`src/rtl/cache_pkg.sv`:
```
// Shared types and sizing for the direct-mapped, read-only cache controller.
package cache_pkg;

    localparam int IDX_W = 2;
    localparam int LINES = 4;

    typedef enum logic [1:0] {
        IDLE   = 2'd0,
        LOOKUP = 2'd1,
        FILL   = 2'd2,
        RESP   = 2'd3
    } state_t;

    // Tag width left over once the line index is taken from the low address bits.
    function automatic int tag_w(input int addr_w);
        return addr_w - IDX_W;
    endfunction

endpackage

```
`src/rtl/cache_valid_bits.sv`:
```
// Per-line valid flags: set one line on a fill, clear all lines at once.
module cache_valid_bits
    import cache_pkg::*;
(
    input  logic             clk,
    input  logic             clr,
    input  logic             wr,
    input  logic [IDX_W-1:0] line,
    input  logic [IDX_W-1:0] rd_line,
    output logic             rd_bit
);

    logic [LINES-1:0] valid;

    // Clear has priority so a fill completing under reset leaves the line invalid.
    always_ff @(posedge clk) begin
        if (clr) begin
            valid <= '0;
        end else if (wr) begin
            valid[line] <= 1'b1;
        end
    end

    assign rd_bit = valid[rd_line];

endmodule

```
`src/rtl/dm_cache_ctrl.sv`:
```
// Direct-mapped 4-line read-only cache: tag lookup, single-word fill on miss, one-cycle response.
module dm_cache_ctrl
    import cache_pkg::*;
#(
    parameter int ADDR_W = 8,
    parameter int DATA_W = 8
) (
    input  logic              clk,
    input  logic              reset,
    input  logic              cpu_req,
    input  logic [ADDR_W-1:0] cpu_addr,
    output logic              cpu_ready,
    output logic              cpu_rvalid,
    output logic [DATA_W-1:0] cpu_rdata,
    output logic              cpu_hit,
    input  logic              flush,
    output logic              mem_req,
    output logic [ADDR_W-1:0] mem_addr,
    input  logic              mem_ack,
    input  logic [DATA_W-1:0] mem_rdata,
    output logic [1:0]        dbg_state
);

    localparam int TAG_W = tag_w(ADDR_W);

    state_t state, state_nxt;

    logic [ADDR_W-1:0] req_addr;
    logic [IDX_W-1:0]  idx;
    logic [TAG_W-1:0]  req_tag;
    logic [TAG_W-1:0]  tag_mem  [LINES];
    logic [DATA_W-1:0] data_mem [LINES];
    logic [DATA_W-1:0] rdata_q;
    logic              hit_q;
    logic              line_valid;
    logic              hit;
    logic              fill_done;
    logic              accept;

    assign idx       = req_addr[IDX_W-1:0];
    assign req_tag   = req_addr[ADDR_W-1:IDX_W];
    assign hit       = line_valid && (tag_mem[idx] == req_tag);
    assign fill_done = (state == FILL) && mem_ack;
    assign accept    = cpu_req && cpu_ready;

    cache_valid_bits u_valid (
        .clk     (clk),
        .clr     (reset || (flush && state == IDLE)),
        .wr      (fill_done),
        .line    (idx),
        .rd_line (idx),
        .rd_bit  (line_valid)
    );

    always_comb begin
        state_nxt  = state;
        cpu_ready  = 1'b0;
        cpu_rvalid = 1'b0;
        mem_req    = 1'b0;
        case (state)
            IDLE: begin
                cpu_ready = !flush;
                if (cpu_req && !flush) state_nxt = LOOKUP;
            end
            LOOKUP: state_nxt = hit ? RESP : FILL;
            FILL: begin
                mem_req = 1'b1;
                if (mem_ack) state_nxt = RESP;
            end
            RESP: begin
                cpu_rvalid = 1'b1;
                state_nxt  = IDLE;
            end
            default: state_nxt = IDLE;
        endcase
    end

    always_ff @(posedge clk) begin
        if (reset) begin
            state   <= IDLE;
            rdata_q <= '0;
            hit_q   <= 1'b0;
        end else begin
            state <= state_nxt;
            if (state == LOOKUP && hit) begin
                rdata_q <= data_mem[idx];
                hit_q   <= 1'b1;
            end else if (fill_done) begin
                rdata_q <= mem_rdata;
                hit_q   <= 1'b0;
            end
        end
    end

    // Request address and line contents are not reset; the valid bits guard them.
    always_ff @(posedge clk) begin
        if (accept && !reset) req_addr <= cpu_addr;
        if (fill_done && !reset) begin
            tag_mem[idx]  <= req_tag;
            data_mem[idx] <= mem_rdata;
        end
    end

    assign mem_addr  = req_addr;
    assign cpu_rdata = rdata_q;
    assign cpu_hit   = hit_q;
    assign dbg_state = state;

endmodule

```
`config.mk`:
```
export PLATFORM = sky130hd
export DESIGN_NAME = dm_cache_ctrl
export DESIGN_NICKNAME = d
export VERILOG_FILES = /design/src/rtl/cache_pkg.sv /design/src/rtl/cache_valid_bits.sv /design/src/rtl/dm_cache_ctrl.sv
export SDC_FILE = /design/constraint.sdc
export NUM_CORES = 1
export LEC_CHECK = 0
export CORE_MARGIN = 2
export CORE_UTILIZATION = 49
export DETAILED_ROUTE_END_ITERATION = 16
export PLACE_DENSITY = 0.75
export SKIP_CTS_REPAIR_TIMING = 1
export SLEW_MARGIN = 30
export SYNTH_ARGS = -nofsm -noshare
export SYNTH_HDL_FRONTEND = slang
export SYNTH_SLANG_ARGS = --single-unit
```
`constraint.sdc`:
```
create_clock -name clk -period 2.95 [get_ports clk]
set_clock_uncertainty 0.05 [all_clocks]
set_input_delay 0.295 -clock clk [delete_from_list [all_inputs] [get_ports clk]]
set_output_delay 0.295 -clock clk [all_outputs]
set_load 0.1 [all_outputs]
```
==> impl_metrics.yaml <==
run_status:
  status: "completed"
logic_synthesis:
  async_reset_ff_share_pct: 0
  ys_seq_area_share_pct: 68.43
  synth_edf_count: 64
  syn_area_um2: 3306
  syn_nets: 228
  syn_inst: 202
  synth_cell_types: 39
  yosys_warnings: 0
  synth_ff_type: "edfxtp_1"
  syn_area_per_cell_um2: 16.36
  ys_ff_latch: 81
critical_path:
  critical_path.startpoint_type: "flip-flop"
  cp_max_fo: 18
  worstPathRequired_ns: 3.13
  end_kind: "flip-flop"
  crit_family: "multiplexers"
  slowest_delay_ns: 0.62
  critPathKind: "reg2reg"
  cp.arrival_ns: 2.64
  crit_path_cell_trace: "mux4_1, xor2_1, a21oi_2, nand4b_4, a2111oi_1"
  critPathBufInv: 0
  critical-path-slowest-cell: "mux4_1"
global_routing:
  use_met1_pct: 23.93
  grt_overflow: 0
  met2_usage_pct: 28.75
  busiest_layer: "met2"
  grtUsageTotal_pct: 18.40
  grt_start_max_net_pins: 19
  grt_pass1_vias: 1899
  grt_util_met3_pct: 4.331
  antenna_found_initial: 0
  grt_pass1_wl_mm: 9.756
routing:
  dr.first_iter.drc_count: 93
  drtPass1Iterations: 4
  drt-total-wl_mm: 6.235
  ant_nets: 0
  avgRoutedWirePerCell_um: 18.56
  vias_per_cell: 5.622
  drc: 0
  vias: 1889
clocking:
  h-tree-depth: 3
  numClockSinks: 81
  cts_tree: "done"
  clk_latency_ns: 0.35
  cts_made_buffers: 9
  clk_pin_slew_ns: 0.08
  clockBufferDepth: 2
  cts_root_buf: "clkbuf_8"
timing:
  drv_slew: 0
  whs_ns: 0.4164
  setup_tns_ns: 0
  setup_violations: 0
  worst_pin_slew_ns: 0.6146
  hold_viol: 0
  max_freq_mhz: 406.9
  rsz0062_at_grt: "false"
  max_slew_margin_pct: 59.03
  finalCritPeriodShare_pct: 83.32
  fin_ws_ns: 0.4921
  period_needed_ns: 2.458
pwr:
  p_sw_uw: 987.1
  power.share.clock_pct: 28.7
  p_leak_uw: 0.001414
  vdd_ir_drop_max_uv: 543.3
  p_int_uw: 1989
  p_sw_share_pct: 33.17
  combPwrFrac_pct: 26.1
  seqPwrFrac_pct: 45.2
  pwr_density_cell_nw_per_um2: 733.9
  power.total_uw: 2976
floorplanning:
  ios: 43
  core.rowCount: 29
  core_region_area_um2: 6422
  dieArea_um2: 7419
  die_w_um: 86.14
  die_height_um: 86.14
  initial_utilization_pct: 51.47
layout:
  final_cells: 336
  drive_above_1_share_pct: 29.73
  seq_area_um2: 2263
  synthToLayoutAreaGrowth_pct: 22.67
  antenna_cells: 0
  fillers: 485
  nets: 280
  multiInputGateArea_um2: 1021
placement:
  numPortBuffers: 42
  hpwl_mm: 4.301
  globalplace.congestion: 0.7292
  place_ws_ns: 0.4953
  placed_cells: 320
hold_path:
  hp-class: "reg2reg"
job:
  maxCapViolCount: 0
==> cells in the mapped netlist, types with 2 or more instances <==
cell       number  area share (%)
nor2_1         21             2.4
a2111oi_1       4             1.2
buf_6           2            0.68
mux4_2         11             7.5
dfxtp_1        17              10
xor2_1          3            0.79
nor3_1         12             1.8
a21oi_1         6            0.91
mux2i_1         6             1.8
nor2b_1         3            0.57
ha_1            5             1.9
nand2_1         4            0.45
clkbuf_1        6            0.68
o21a_1          3            0.68
inv_1           3            0.34
nand2b_1        3            0.57
a2111oi_2       4             1.8
edfxtp_1       64              58
xnor2_1         2            0.53
mux2_2          4             1.4
==> power by group through the flow <==
stage / clock, µW / sequential (µW) / combinational [µW]
after detailed placement: 0 / 1370 / 781
after CTS: 868 / 1350 / 782
after floorplan: 0 / 1620 / 356
after global routing: 913 / 1350 / 823
after global placement: 0 / 1370 / 765
final: 855 / 1340 / 777
==> final timing paths <==
check	startpoint	endpoint	slack [ns]	cells after the start
max	flip-flop	cpu_rdata[1]	0.49	5
min	cpu_hit	cpu_hit	0.42	2
max reg2reg	flip-flop	cpu_rdata[1]	0.49	5
min reg2reg	cpu_hit	cpu_hit	0.42	2
==> state kept, by name, indices dropped and copies added, names as in the netlist, named ones only <==
| name | flops |
|---|---|
| data_mem | 32 |
| tag_mem | 24 |
| cpu_rdata | 8 |
| mem_addr | 8 |
| u_valid.valid | 4 |
| dbg_state | 2 |
| cpu_hit | 1 |
==> logic make-up after synthesis <==
logic type                 count (synthesis)  share of synthesized area (%)
AOI/OAI and AO/OA                         23                          5.981
xor gates and xnor gates                   6                          1.817
adders and majority gates                  5                          1.893
buffers and inverters                     14                          2.195
DFF                                       81                          68.43
muxes                                     22                          11.47
and+or+nand+nor                           51                          8.214
==> worst register-to-register path: stages, from the launching register on <==
cell	delay (ns)
dfxtp_1	0.58
mux4_1	0.62
xor2_1	0.16
a21oi_2	0.16
nand4b_4	0.31
a2111oi_1	0.46
==> cell usage in the layout, fill, tap and decap left out, types with 6 or more instances in the layout <==
master            n
edfxtp_1         64
clkbuf_8          9
mux2i_1           6
a21oi_1           6
nor2_1           21
dfxtp_1          16
nor3_1            9
mux4_2           11
buf_4            31
clkdlybuf4s50_1  20
==> area by class of cell <==
cell class                 instances  area share (%)
timing repair buffer              52           11.17
sequential                        81           55.82
inverter                           3          0.2777
clock buffer                      10           3.147
tap                               77           2.376
clock inverter                     6           2.036
multi-input combinational        107           25.18
==> per-stage QoR <==
| stage | cell area, µm² | util, % |
|---|---|---|
| floorplan | 3357 | - |
| global placement | 3845 | 59.87 |
| detailed placement | 3845 | 59.87 |
| CTS | 4055 | 63.14 |
| global route | 4055 | 63.14 |
| finish | 4055 | 63.14 |
==> layer usage <==
| metal | vias to the layer above | wire, µm |
|---|---|---|
| met5 | - | 0 |
| met4 | 0 | 157 |
| met3 | 14 | 229 |
| met2 | 44 | 3108 |
| met1 | 947 | 2740 |
| li1 | 884 | - |
(Power assumes the default switching activity.)
==> variant, RTL diff (config.mk and constraints unchanged) <==
Register the output `dbg_state` once more; this adds one clock of latency there. The other outputs are not delayed to match.
--- a/src/rtl/dm_cache_ctrl.sv
+++ b/src/rtl/dm_cache_ctrl.sv
@@ -106,3 +106,5 @@
     assign cpu_hit   = hit_q;
-    assign dbg_state = state;
+    always_ff @(posedge clk) begin
+        dbg_state <= state;
+    end
 
Behaviour: not the same (Yosys sat finds a counterexample within 4 cycles, from zero or initial values and one cycle with reset high).
==> variant against the original RTL <==
Total power up 1.0%. Maximum frequency is 6.2% higher. Worst setup slack improved by 0.14 ns. Wire length is 0.50% higher. Largest cell class unchanged. Critical path type unchanged. Cell area is 0.86% lower. Global-route usage down 0.094 points. Largest power group unchanged. Cell count is 0.30% lower. Sequential cell count grew 2. Core utilization is 0.55 points lower. Die area hardly changed. Area after synthesis about the same. First-iteration DRC count rose by 23%.
==> variant: results (changes against the original RTL) <==
metric,value,unit,change
port bufs,42,,unchanged
antenna cell count,0,,unchanged
master of the slowest instance on the critical path,mux4_1,,unchanged
Synth Net Count,227,,was 228
leakage power,1.40,nW,was 1.41 nW
post-synth cell types,36,,was 39
Hold Path Cell Cnt,0,,was 2
peak supply drop,348,µV,was 543 µV
Root Buffer,clkbuf_8,,unchanged
DP Worst Slack,0.577,ns,was 0.495 ns
initial antenna violation count,0,,unchanged
post-synthesis sequential area ratio,0.696,,was 0.684
R2R depth,5,,unchanged
First-pass DRT Iterations,6,,was 4
drt wl/cell,18.7,µm,was 18.6 µm
Worst-path clk slew,0.08,ns,about the same
"EDFF count, synth",64,,unchanged
pin count of the biggest net entering global routing,18,,was 19
Critical Path Fanout Max,10,,was 18
total global-route track usage,0.183,,was 0.184
Placer Congestion,0.742,,was 0.729
DR iter-0 viols,114,,was 93
Post-synth top cells,"edfxtp_1 (64), dfxtp_1 (19), nor2_1 (16)",,"was edfxtp_1 (64), nor2_1 (21), dfxtp_1 (17)"
min-delay worst type,reg2reg,,unchanged
H-tree depth,3,,unchanged
fmax,0.432,GHz,was 0.407 GHz
Pint,0.00201,W,was 0.00199 W
worst-margin pin slew,0.661,ns,was 0.615 ns
clock latency on the worst-skew pair,0.35,ns,about the same
Worst path max stage delay,0.61,ns,
synth warn,0,,unchanged
clk buf depth,2,,unchanged
Final nets,279,,was 280
top post-synthesis cells by area,"edfxtp_1 (58%), dfxtp_1 (11%), mux4_2 (8.2%), a211oi_1 (2.7%), ha_1 (1.9%)",,"was edfxtp_1 (58%), dfxtp_1 (10%), mux4_2 (7.5%), nor2_1 (2.4%), ha_1 (1.9%)"
placed wire-length estimate,4340,µm,was 4300 µm
first-pass GRT wire length,9730,µm,was 9760 µm
CTS Buf Count,9,,unchanged
largest registers,"data_mem: 32 flops, tag_mem: 24 flops",,unchanged
clock group total power,0.000874,W,was 0.000855 W
share of synthesized flip-flops with an asynchronous set or reset,0,,unchanged
via/cell ratio,5.56,,was 5.62
outcome,"complete, no violations",,unchanged
share of cells above drive strength 1,0.264,,was 0.297
Comb power frac,0.249,,was 0.261
Top delay family on crit path,multiplexers,,unchanged
vias in the first global route,1836,,was 1899
==> variant: per-stage QoR <==
step           total power, W  setup TNS [ns]  std cells  utilization  cell area [µm²]
6_report              0.00301               0        335        0.626             4020
5_1_grt               0.00311               0        335        0.626             4020
4_1_cts               0.00303               0        335        0.626             4020
3_5_place_dp          0.00216               0        319        0.592             3800
2_1_floorplan         0.00199          -19.69        201            -             3320
3_3_place_gp          0.00215               0        319        0.592             3800
==> variant: area by class of cell <==
type                    count  area [µm²]
clock inverters             7        92.6
clock buffers               9         124
fillers                   485        2400
multi-input cells         104         950
repair buffers             53         448
inverters                   2        7.51
flip-flops and latches     83        2300
well taps                  77        96.3
==> variant: logic make-up (layout without fill, tap and decap cells) <==
group	Yosys count	count (layout)	share of synthesized area
compound gates	31	31	0.0707
flops	83	83	0.696
mux	19	19	0.109
buf+inv	14	71	0.0242
xor+xnor	8	8	0.0212
fa+ha+maj	5	5	0.0189
simple gates	41	41	0.0605
==> variant: final timing paths <==
| path | from | endpoint | slack, ns |
|---|---|---|---|
| hold reg to reg | state[0]$_SDFFE_PP0P_ | dbg_state[0]$_DFF_P_ | 0.37 |
| hold / removal | state[0]$_SDFFE_PP0P_ | dbg_state[0]$_DFF_P_ | 0.37 |
| setup / recovery | flip-flop | cpu_rdata[4]$_SDFFE_PP0P_ | 0.63 |
| setup reg to reg | flip-flop | cpu_rdata[4]$_SDFFE_PP0P_ | 0.63 |
==> variant: layer usage <==
layer | routed length (µm) | part of all wire | vias up | GRT usage
met1 | 2870 | 0.46 | 932 | 0.251
met4 | 119 | 0.019 | 0 | 0.0880
met2 | 3040 | 0.49 | 38 | 0.280
li1 | - | - | 882 | -
met3 | 239 | 0.038 | 10 | 0.0395
met5 | 0 | 0 | - | 0
